File: src/rtl/fetch_unit.sv
// Instruction fetch stage: owns the PC, issues reads to a 1-cycle synchronous
// instruction memory, buffers returned words in a 2-entry queue and presents
// the head {inst, pc} to the instruction register. Handles downstream stall and
// branch/jump redirect, squashing wrong-path fetches.
module fetch_unit #(
    parameter logic [31:0] RESET_PC = 32'h0000_0000,
    parameter logic [31:0] NOP      = 32'h0000_0000
) (
    input  logic        clk,
    input  logic        reset,
    input  logic        stall,
    input  logic        redirect,
    input  logic [31:0] redirect_pc,
    output logic        imem_en,
    output logic [31:0] imem_addr,
    input  logic [31:0] imem_rdata,
    output logic [31:0] out_inst,
    output logic [31:0] out_pc,
    output logic        out_valid
);

    // Architectural and pipeline state.
    logic [31:0] pc_q, pc_d;
    logic        inflight_q, inflight_d;
    logic [31:0] inflight_pc_q, inflight_pc_d;
    logic        head_q, head_d;
    logic        tail_q, tail_d;
    logic [1:0]  count_q, count_d;

    // Queue storage (data only, qualified by count).
    logic [31:0] q_inst_q [2];
    logic [31:0] q_inst_d [2];
    logic [31:0] q_pc_q   [2];
    logic [31:0] q_pc_d   [2];

    // Per-cycle handshake terms.
    logic        pop;
    logic        push;
    logic [2:0]  credit;
    logic [31:0] target_pc;

    // Output presentation, issue credit check and response capture.
    always_comb begin
        // NOTE: every signal driven here gets a value before any branch, so no latch can be inferred.
        out_valid = 1'b0;
        out_inst  = NOP;
        out_pc    = 32'h0000_0000;
        pop       = 1'b0;
        push      = 1'b0;
        imem_en   = 1'b0;
        imem_addr = pc_q;
        target_pc = redirect_pc & ~32'h0000_0003;

        out_valid = (count_q != 2'd0) & ~redirect & ~reset;
        if (out_valid) begin
            out_inst = q_inst_q[head_q];
            out_pc   = q_pc_q[head_q];
        end
        pop = out_valid & ~stall;

        // Slots already committed (queued + in flight) after this cycle's pop.
        credit  = {1'b0, count_q} + {2'b00, inflight_q} - {2'b00, pop};
        imem_en = ~reset & ~redirect & (credit < 3'd2);

        // A response arriving during a redirect belongs to the wrong path.
        push = inflight_q & ~redirect & ~reset;
    end

    // Next-state for PC, in-flight tracking, queue pointers and queue contents.
    always_comb begin
        pc_d          = pc_q;
        inflight_d    = 1'b0;
        inflight_pc_d = inflight_pc_q;
        head_d        = head_q;
        tail_d        = tail_q;
        count_d       = count_q;
        q_inst_d      = q_inst_q;
        q_pc_d        = q_pc_q;

        if (redirect) begin
            // Flush everything; the target is fetched next cycle.
            pc_d    = target_pc;
            head_d  = 1'b0;
            tail_d  = 1'b0;
            count_d = 2'd0;
        end else begin
            if (imem_en) begin
                inflight_d    = 1'b1;
                inflight_pc_d = pc_q;
                pc_d          = pc_q + 32'd4;
            end
            if (push) begin
                q_inst_d[tail_q] = imem_rdata;
                q_pc_d[tail_q]   = inflight_pc_q;
                tail_d           = ~tail_q;
            end
            if (pop) begin
                head_d = ~head_q;
            end
            count_d = count_q + {1'b0, push} - {1'b0, pop};
        end
    end

    // Control state registers with synchronous reset.
    always_ff @(posedge clk) begin
        // NOTE: state registers use non-blocking assignments so every flop samples pre-edge values.
        if (reset) begin
            pc_q          <= RESET_PC;
            inflight_q    <= 1'b0;
            inflight_pc_q <= 32'h0000_0000;
            head_q        <= 1'b0;
            tail_q        <= 1'b0;
            count_q       <= 2'd0;
        end else begin
            pc_q          <= pc_d;
            inflight_q    <= inflight_d;
            inflight_pc_q <= inflight_pc_d;
            head_q        <= head_d;
            tail_q        <= tail_d;
            count_q       <= count_d;
        end
    end

    // Queue data registers.
    always_ff @(posedge clk) begin
        // NOTE: queue data is not reset; count gates validity, so stale contents are never visible.
        q_inst_q <= q_inst_d;
        q_pc_q   <= q_pc_d;
    end

endmodule

File: config.mk
export PLATFORM = sky130hd
export DESIGN_NAME = fetch_unit
export DESIGN_NICKNAME = d
export VERILOG_FILES = /design/src/rtl/fetch_unit.sv
export SDC_FILE = /design/constraint.sdc
export NUM_CORES = 1
export LEC_CHECK = 0
export ABC_AREA = 1
export CORE_UTILIZATION = 55
export CTS_CLUSTER_DIAMETER = 30
export DETAILED_ROUTE_END_ITERATION = 12
export PLACE_DENSITY = 0.85
export SETUP_SLACK_MARGIN = 0.3
export SLEW_MARGIN = 25
export SYNTH_ARGS = -nofsm -noshare
export SYNTH_HDL_FRONTEND = slang
export SYNTH_SLANG_ARGS = --single-unit
File: constraint.sdc
create_clock -name clk -period 12.3 [get_ports clk]
set_input_delay 2.46 -clock clk [delete_from_list [all_inputs] [get_ports clk]]
set_output_delay 2.46 -clock clk [all_outputs]
set_load 0.01 [all_outputs]
==> results.json, run 1 <==
{
  "die_h_um": 123.2,
  "cp-start-kind": "input pin",
  "setup.worst_path.start": "reset",
  "worstSkewPairLatency_ps": 440,
  "synth_edf_count": 124,
  "worst-r2r-cell-count": 14,
  "layout.nets": 1095,
  "fp.dieArea_um2": 15170,
  "wl_per_cell_um": 15.65,
  "via_count": 6468,
  "finalCriticalPeriod_ps": 9175,
  "netlist_area_um2": 8074,
  "cts_resized": 0,
  "path_cells": "clkdlybuf4s50_1, buf_4, inv_4, nand2_4, inv_1, o21ai_4, nor2_1, inv_1, nand2_1, nand2_1, nand2_1, fa_1, inv_1, nor2_4, nand2_4, inv_2, clkdlybuf4s50_1",
  "crit_slowest_cell": "inv_2",
  "clkTransAtPathRegs_ps": 70,
  "r2r_start": "count_q[1]",
  "utilization": 0.7344,
  "tightest_slew_ps": 931.2,
  "ys.flop_type": "edfxtp_1",
  "gp_congestion": 0.8854,
  "power.leakage_uw": 0.003969,
  "post_cts_buffers": 0,
  "wl_mm": 19.04,
  "syn_to_final_growth_pct": 28.22,
  "relSlewSlack": 0.3792,
  "start_util": 0.5728,
  "critPathCapture": "imem_en",
  "hp-class": "reg2reg",
  "critPathMaxStageDelay_ps": 790,
  "cts_buffers": 17,
  "fp.dieW_um": 123.2,
  "grt.total_usage": 0.2597,
  "h-tree-depth": 4,
  "synthTopCellsByArea": "edfxtp_1 (46%), dfxtp_1 (16%), nand2_1 (12%)",
  "dp_hpwl_mm": 11.84,
  "synth_area_per_cell_um2": 9.175,
  "ys_ff_latch": 189,
  "rrSetupSlack_ps": 8930,
  "drt_iter0_drc": 571,
  "slew_violations": 0,
  "antenna_found_initial": 0,
  "row_count": 43,
  "synth_top_area_cell": "edfxtp_1",
  "grt_max_degree": 65,
  "criticalPathCategory": "in2out",
  "place_inst": 1185,
  "ys_warn_count": 0,
  "yosys.area.top_type_share": 0.4612,
  "diodes": 0,
  "drc": 0,
  "ys_seq_area_frac": 0.6223,
  "grt_pass1_vias": 5827,
  "cap_violations": 0,
  "grt_pass1_wl_mm": 29.44,
  "async_reset_ff_frac": 0,
  "worst-endpoint-arrival_ps": 6720,
  "ios": 166,
  "drtAntennaViolNets": 0,
  "run_status": "completed",
  "fin_cells": 1217,
  "drive_above_1_share": 0.05207,
  "numPortBuffers": 159,
  "setup_tns_ps": 0,
  "r2r_end": "imem_addr[30]",
  "cts_tree": "yes",
  "post-route-period-util": 0.7460,
  "endpoint_kind": "output port",
  "hold_buffers": 0,
  "core_um2": 14100,
  "hold_viol": 0,
  "hp-start": "inflight_pc_q[14]",
  "total_power_uw": 1348,
  "drtPass1Iterations": 5,
  "cts_max_path_buffers": 2,
  "synthCells": 880,
  "clock_sinks": 189,
  "fmax_mhz": 109.0,
  "yosysMostFrequentCell": "nand2_1",
  "holdWs_ps": 462.0,
  "p_per_area_nw_per_um2": 130.2,
  "netlist-cell-type-count": 35,
  "grt_setup_unrepaired": "false",
  "routed_via_density": 5.315,
  "grt-ovfl-total": 0,
  "skew_ps": 7.150,
  "worst_ep_required_time_ps": 9840,
  "peakVddDrop_mv": 0.09959,
  "crit_fanout": 54,
  "synthTopCellsByCount": "nand2_1 (265), edfxtp_1 (124), nor2_1 (97), a21oi_1 (88)",
  "root_buffer": "clkbuf_16",
  "setup_viol": 0
}
[sequential cells by signal, summed over array words and instances (netlist names)]
register,flops
inflight_q,1
imem_addr,30
tail_q,1
q_inst_q,64
inflight_pc_q,30
head_q,1
q_pc_q,60
count_q,2
[how the worst min path moves through the flow]
stage               cells after the start    endpoint  slack (ps)
detailed placement                      0  q_pc_q[14]         440
CTS                                     0  q_pc_q[49]         460
global route                            0  q_pc_q[17]         470
floorplan                               0  q_pc_q[10]         420
finish                                  0  q_pc_q[14]         460
global placement                        0  q_pc_q[42]         430
[per-layer routing]
layer,wire [µm],GRT usage,up-vias
li1,-,-,3188
met1,7966,0.3472,2958
met2,9050,0.4134,295
met3,1692,0.05581,27
met4,335,0.1039,0
met5,0,0,-
[logic make-up (layout without fill, tap and decap cells)]
| kind of cell | count (synthesis) | after routing | share of synthesized area |
|---|---|---|---|
| xor+xnor | 8 | 8 | 0.008678 |
| flops | 189 | 189 | 0.6223 |
| fa+ha+maj | 3 | 3 | 0.005578 |
| simple gates | 445 | 445 | 0.2259 |
| compound gates | 121 | 121 | 0.07779 |
| other cells | 1 | 4 | 0.0004645 |
| buf+inv | 113 | 267 | 0.05920 |
[final cells by class]
class | count | area, µm²
flip-flops and latches | 189 | 5026
repair buffers | 165 | 1637
multi-input cells | 581 | 2605
well taps | 180 | 225.2
inverters | 70 | 266.5
clock buffers | 20 | 467.9
fillers | 1043 | 3744
clock inverters | 12 | 125.1
[stage by stage]
stage	instance area [µm²]	setup slack (ps)
floorplan	8085	5495
global placement	9758	3201
detailed placement	9758	3192
CTS	10350	3160
global route	10350	2826
finish	10350	3125
[cell usage in the layout (no fill, tap or decap), types with 2 or more instances in the layout]
master / Yosys / layout
nand3_1: 51 / 51
o21ai_1: 9 / 9
a21boi_1: 3 / 3
o21ai_0: 14 / 14
inv_1: 65 / 65
clkbuf_16: 0 / 18
edfxtp_1: 124 / 124
inv_2: 4 / 3
dfxtp_1: 65 / 64
clkinv_4: 0 / 3
a31oi_1: 3 / 3
xor2_1: 7 / 7
ha_1: 2 / 2
nand4_1: 2 / 2
nand2_4: 2 / 2
conb_1: 1 / 4
nor2_2: 2 / 2
a211oi_1: 2 / 2
nor3_1: 17 / 17
buf_4: 5 / 6
inv_6: 0 / 4
nand2_1: 265 / 265
clkinvlp_4: 0 / 3
nand3b_1: 5 / 5
clkdlybuf4s50_1: 0 / 159
nor2_1: 97 / 95
nor2_4: 1 / 3
a21oi_1: 88 / 88
[worst max-delay path, delay by kind of cell]
family          cells  cell delay (ps)
buf+inv             8             2770
compound gates      1               80
fa+ha+maj           1              480
simple gates        7              880
[power by group]
group / internal [µW] / leakage [µW] / total (µW) / switching, µW
Combinational: 45.6 / 0.00199 / 92.6 / 47.0
Sequential: 692 / 0.00169 / 709 / 16.3
Clock: 301 / 0.000281 / 546 / 245
Total: 1040 / 0.00397 / 1350 / 308
Power figures use the tool's default switching activity.
==> run 2, diff against run 1 <==
- CORE_UTILIZATION: 55 -> 51
- PLACE_DENSITY: 0.85 -> 0.8
- clock period: 12.3 -> 8.5 ns (I/O delays scaled with it)
==> run 2 against run 1 <==
Clock power increased by 39%. Via count decreased by 1.8%. Non-clock buffer count increased by 1. Wire length decreased by 5.2%. Final cell count increased by 2.6%. Critical path type unchanged. First-iteration DRC count decreased by 15%. Sequential power increased by 45%.
==> results.json, run 2 (synthesis results as in run 1) <==
{
  "worst-endpoint-arrival_ps": 5030,
  "finalCriticalPeriod_ps": 6726,
  "power.leakage_uw": 0.003979,
  "drive_above_1_share": 0.05202,
  "grt_pass1_vias": 5853,
  "placed_cell_area_um2": 9807,
  "tightest_slew_ps": 910.5,
  "path_cells": "clkdlybuf4s50_1, inv_2, nand2_4, inv_1, o21ai_4, nor2_1, nand2_1, nand2_1, nand2_1, fa_1, xnor2_1, nand2_4, inv_2, clkdlybuf4s50_1",
  "routed_via_density": 5.086,
  "row_count": 45,
  "hold_viol": 0,
  "p_sw_uw": 419.5,
  "layout.nets": 1096,
  "top_register": "q_inst_q",
  "post_cts_buffers": 0,
  "worst_ep_required_time_ps": 6800,
  "via_count": 6352,
  "grt-ovfl-total": 0,
  "largest_reg_flops": 64,
  "root_buffer": "clkbuf_16",
  "cts_buffers": 17,
  "hp-class": "reg2reg",
  "grt_pass1_wl_mm": 28.79,
  "drtPass1Iterations": 5,
  "core_um2": 15310,
  "cts_resized": 0,
  "swShare": 0.2188,
  "grt_max_degree": 65,
  "syn_to_final_growth_pct": 28.67,
  "critPathBufInv": 5,
  "hold_buffers": 0,
  "peakVddDrop_mv": 0.1436,
  "endpoint_kind": "output port",
  "wl_per_cell_um": 14.46,
  "post-route-period-util": 0.7913,
  "final_cell_mix": "nand2_1 (265), clkdlybuf4s50_1 (159), edfxtp_1 (124), nor2_1 (95), a21oi_1 (88)",
  "skew_ps": 8.935,
  "diodes": 0,
  "criticalPathCategory": "in2out",
  "power_frac_comb": 0.070,
  "clkTransAtPathRegs_ps": 70,
  "die_h_um": 127.8,
  "run_status": "completed",
  "h-tree-depth": 4,
  "antenna_found_initial": 0,
  "crit_slowest_cell": "clkdlybuf4s50_1",
  "pwr-share-clk": 0.395,
  "clock_sinks": 189,
  "final_common_cell": "nand2_1",
  "dp_hpwl_mm": 11.53,
  "cp-start-kind": "input pin",
  "total_power_uw": 1917,
  "pwr-share-seq": 0.535,
  "gp_congestion": 0.8766,
  "grt.total_usage": 0.2272,
  "setup_tns_ps": 0,
  "utilization": 0.6784,
  "fmax_mhz": 148.7,
  "path_common_cell": "nand2_1",
  "cts_max_path_buffers": 2,
  "wl_mm": 18.06,
  "holdWs_ps": 458.9,
  "cp_top_family": "buffers and inverters",
  "final_area_um2": 10390,
  "power.internal_uw": 1497,
  "fp.dieArea_um2": 16340,
  "start_util": 0.5272,
  "worstSkewPairLatency_ps": 420,
  "critPathMaxStageDelay_ps": 540,
  "drc": 0,
  "p_per_area_nw_per_um2": 184.5,
  "drt_iter0_drc": 488,
  "fp.dieW_um": 127.8,
  "relSlewSlack": 0.3916,
  "crit_fanout": 54,
  "slew_violations": 0,
  "numPortBuffers": 159,
  "cap_violations": 0,
  "setup_viol": 0,
  "grt_setup_unrepaired": "false",
  "drtAntennaViolNets": 0,
  "ios": 166,
  "largestRegisters": "q_inst_q (64), q_pc_q (60)",
  "cts_tree": "yes"
}
[run 2: worst register-to-register path: stages (launching register included)]
cell	delay, ps
dfxtp_1	490
o21ai_4	80
nor2_1	210
nand2_1	120
nand2_1	90
nand2_1	60
fa_1	370
xnor2_1	260
nand2_4	390
inv_2	170
buf_4	460
nand2_1	190
a21oi_1	140
nor2_1	60
nor2_1	80
[run 2: final cells by class]
| class | instances | area (µm²) |
|---|---|---|
| multi-input cells | 581 | 2605 |
| repair buffers | 166 | 1644 |
| well taps | 211 | 264.0 |
| inverters | 70 | 267.8 |
| fillers | 1236 | 4926 |
| clock buffers | 23 | 510.5 |
| flip-flops and latches | 189 | 5026 |
| clock inverters | 9 | 71.32 |
[run 2: per-layer routing]
metal	global-route usage	wire [µm]	part of all wire	up-vias
li1	-	-	-	3183
met1	0.3022	7957	0.44	2924
met2	0.3750	8501	0.47	230
met3	0.04716	1382	0.077	15
met4	0.06990	214	0.012	0
met5	0	0	0	-
[run 2: power groups by stage]
stage | clock, µW | combinational, µW | sequential (µW)
5_1_grt | 810 | 147 | 1030
3_3_place_gp | 0 | 128 | 1040
6_report | 758 | 133 | 1030
3_5_place_dp | 0 | 132 | 1040
4_1_cts | 770 | 133 | 1030
2_1_floorplan | 0 | 64.9 | 1040
[run 2: final timing paths]
kind	depth (start not counted)	slack, ps	startpoint	end
hold / removal	0	460	inflight_pc_q[27]	q_pc_q[59]
setup reg to reg	14	5270	count_q[1]	imem_addr[30]
setup / recovery	14	1770	redirect	imem_en
hold reg to reg	0	460	inflight_pc_q[27]	q_pc_q[59]
[run 2: metrics by stage]
stage / setup WS [ps] / cells
global route: 1520 / 1249
global placement: 1912 / 1217
CTS: 1769 / 1249
detailed placement: 1795 / 1217
finish: 1774 / 1249
floorplan: 3215 / 883
==> run 3, diff against run 2 <==
- clock period: 8.5 -> 7 ns (I/O delays scaled with it)
==> run 3 against run 2 <==
First-iteration DRC count increased by 9.0%. Largest cell class unchanged. Register-to-register slack got worse by 1500 ps. Worst setup slack got worse by 860 ps. Flip-flop and latch count unchanged. Die area unchanged. Wire length increased by 0.43%. Global-route usage increased by 0.22 points.
==> results.json, run 3 (synthesis results as in run 1) <==
{
  "worstSkewPairLatency_ps": 430,
  "core_um2": 15310,
  "numPortBuffers": 159,
  "drt_iter0_drc": 532,
  "setup_tns_ps": 0,
  "drive_above_1_share": 0.05577,
  "post_cts_buffers": 0,
  "relSlewSlack": 0.5240,
  "wl_mm": 18.13,
  "worst_ep_required_time_ps": 5600,
  "power.internal_uw": 1766,
  "largest_reg_flops": 64,
  "fin_cells": 1251,
  "die_h_um": 127.8,
  "hold_viol": 0,
  "worst-endpoint-arrival_ps": 4680,
  "p_per_area_nw_per_um2": 222.5,
  "setup_viol": 0,
  "holdPathEnd": "q_pc_q[9]",
  "hp-class": "reg2reg",
  "fp.dieW_um": 127.8,
  "worst-r2r-cell-count": 15,
  "final_common_cell": "nand2_1",
  "gp_congestion": 0.8594,
  "start_util": 0.5272,
  "crit_fanout": 54,
  "grt_pass1_vias": 5953,
  "power.leakage_uw": 0.003990,
  "tightest_slew_ps": 714.0,
  "grt_max_degree": 65,
  "peakVddDrop_mv": 0.1775,
  "total_power_uw": 2316,
  "row_count": 45,
  "place_inst": 1219,
  "ios": 166,
  "grt-ovfl-total": 0,
  "grt_setup_unrepaired": "false",
  "drtPass1Iterations": 7,
  "r2r_start": "count_q[1]",
  "cts_buffers": 17,
  "routed_via_density": 5.096,
  "rrSetupSlack_ps": 3790,
  "slew_violations": 0,
  "post-route-period-util": 0.8688,
  "antenna_found_initial": 0,
  "final_cell_mix": "nand2_1 (265), clkdlybuf4s50_1 (159), edfxtp_1 (124), nor2_1 (95), a21oi_1 (88)",
  "placed_cell_area_um2": 9854,
  "layout.nets": 1098,
  "run_status": "completed",
  "via_count": 6375,
  "dp_hpwl_mm": 11.66,
  "cts_tree": "yes",
  "swShare": 0.2374,
  "largestRegisters": "q_inst_q (64), q_pc_q (60)",
  "fmax_mhz": 164.4,
  "hp-start": "inflight_pc_q[9]",
  "grt.total_usage": 0.2294,
  "finalCriticalPeriod_ps": 6081,
  "p_sw_uw": 549.8,
  "diodes": 0,
  "r2r_end": "imem_addr[29]",
  "skew_ps": 8.436,
  "cap_violations": 0,
  "h-tree-depth": 4,
  "holdWs_ps": 456.5,
  "hold_buffers": 0,
  "criticalPathCategory": "in2out",
  "top_register": "q_inst_q",
  "cts_resized": 0,
  "fp.dieArea_um2": 16340,
  "syn_to_final_growth_pct": 28.92,
  "wl_per_cell_um": 14.50,
  "final_area_um2": 10410,
  "whs_path_depth": 0,
  "grt_pass1_wl_mm": 28.98,
  "clkTransAtPathRegs_ps": 70,
  "root_buffer": "clkbuf_16",
  "drtAntennaViolNets": 0,
  "cp-start-kind": "input pin",
  "cts_max_path_buffers": 2,
  "regArea_um2": 5026,
  "pwr-share-seq": 0.537,
  "drc": 0,
  "fillCellCount": 1205,
  "endpoint_kind": "output port",
  "clock_sinks": 189,
  "power_frac_comb": 0.070,
  "pwr-share-clk": 0.392,
  "multi_input_area_um2": 2605
}
==> run 3: changes by cell type in the layout (fill, tap and decap cells not counted) <==
cell | before | now
clkinv_4 | 4 | 3
inv_6 | 2 | 4
clkbuf_16 | 19 | 17
clkinv_2 | 1 | 3
buf_12 | 0 | 1
buf_16 | 0 | 1
inv_8 | 0 | 4
clkbuf_8 | 2 | 0
clkbuf_1 | 2 | 0
inv_4 | 3 | 2
==> run 3: final cells by class <==
type	instances	share of cell area
sequential	189	0.4829
multi-input combinational	581	0.2503
timing repair buffer	168	0.1625
clock buffer	17	0.04087
inverter	70	0.02572
tap	211	0.02536
clock inverter	15	0.01238
==> run 3: worst max-delay path by stage <==
stage                         from          end  slack [ps]
final                     redirect      imem_en         920
after global routing      redirect      imem_en         670
after CTS                 redirect      imem_en         920
after detailed placement  redirect      imem_en         920
after global placement    redirect      imem_en        1000
after floorplan              reset  q_inst_q[0]        2020
==> run 3: through the flow <==
step | worst slack, ps | utilization
floorplan | 2019 | -
global placement | 997.4 | 0.6402
detailed placement | 916.7 | 0.6435
CTS | 919.4 | 0.6797
global route | 672.6 | 0.6797
finish | 918.5 | 0.6797
==> run 3: power by group through the flow <==
stage          logic (µW)  registers (µW)  clock network, µW
2_1_floorplan        78.8            1270                  0
4_1_cts               163            1240                928
6_report              163            1240                908
3_3_place_gp          157            1270                  0
3_5_place_dp          162            1270                  0
5_1_grt               180            1250                972
==> run 3: worst max-delay path, stage by stage <==
cell and delay (ps):
clkdlybuf4s50_1 440, inv_2 310, nand2_4 120, inv_1 150, o21ai_4 70, nor2_1 220, nand2_1 110, nand2_1 80
nand2_1 60, fa_1 490, inv_1 70, nor2_4 120, nand2_4 320, inv_2 150, clkdlybuf4s50_1 540
==> run 3: layer usage <==
metal  global-route usage  part of all wire
met5                    0                 0
met1               0.3002              0.44
met2               0.3855              0.48
met3              0.04591             0.071
met4              0.07059             0.012
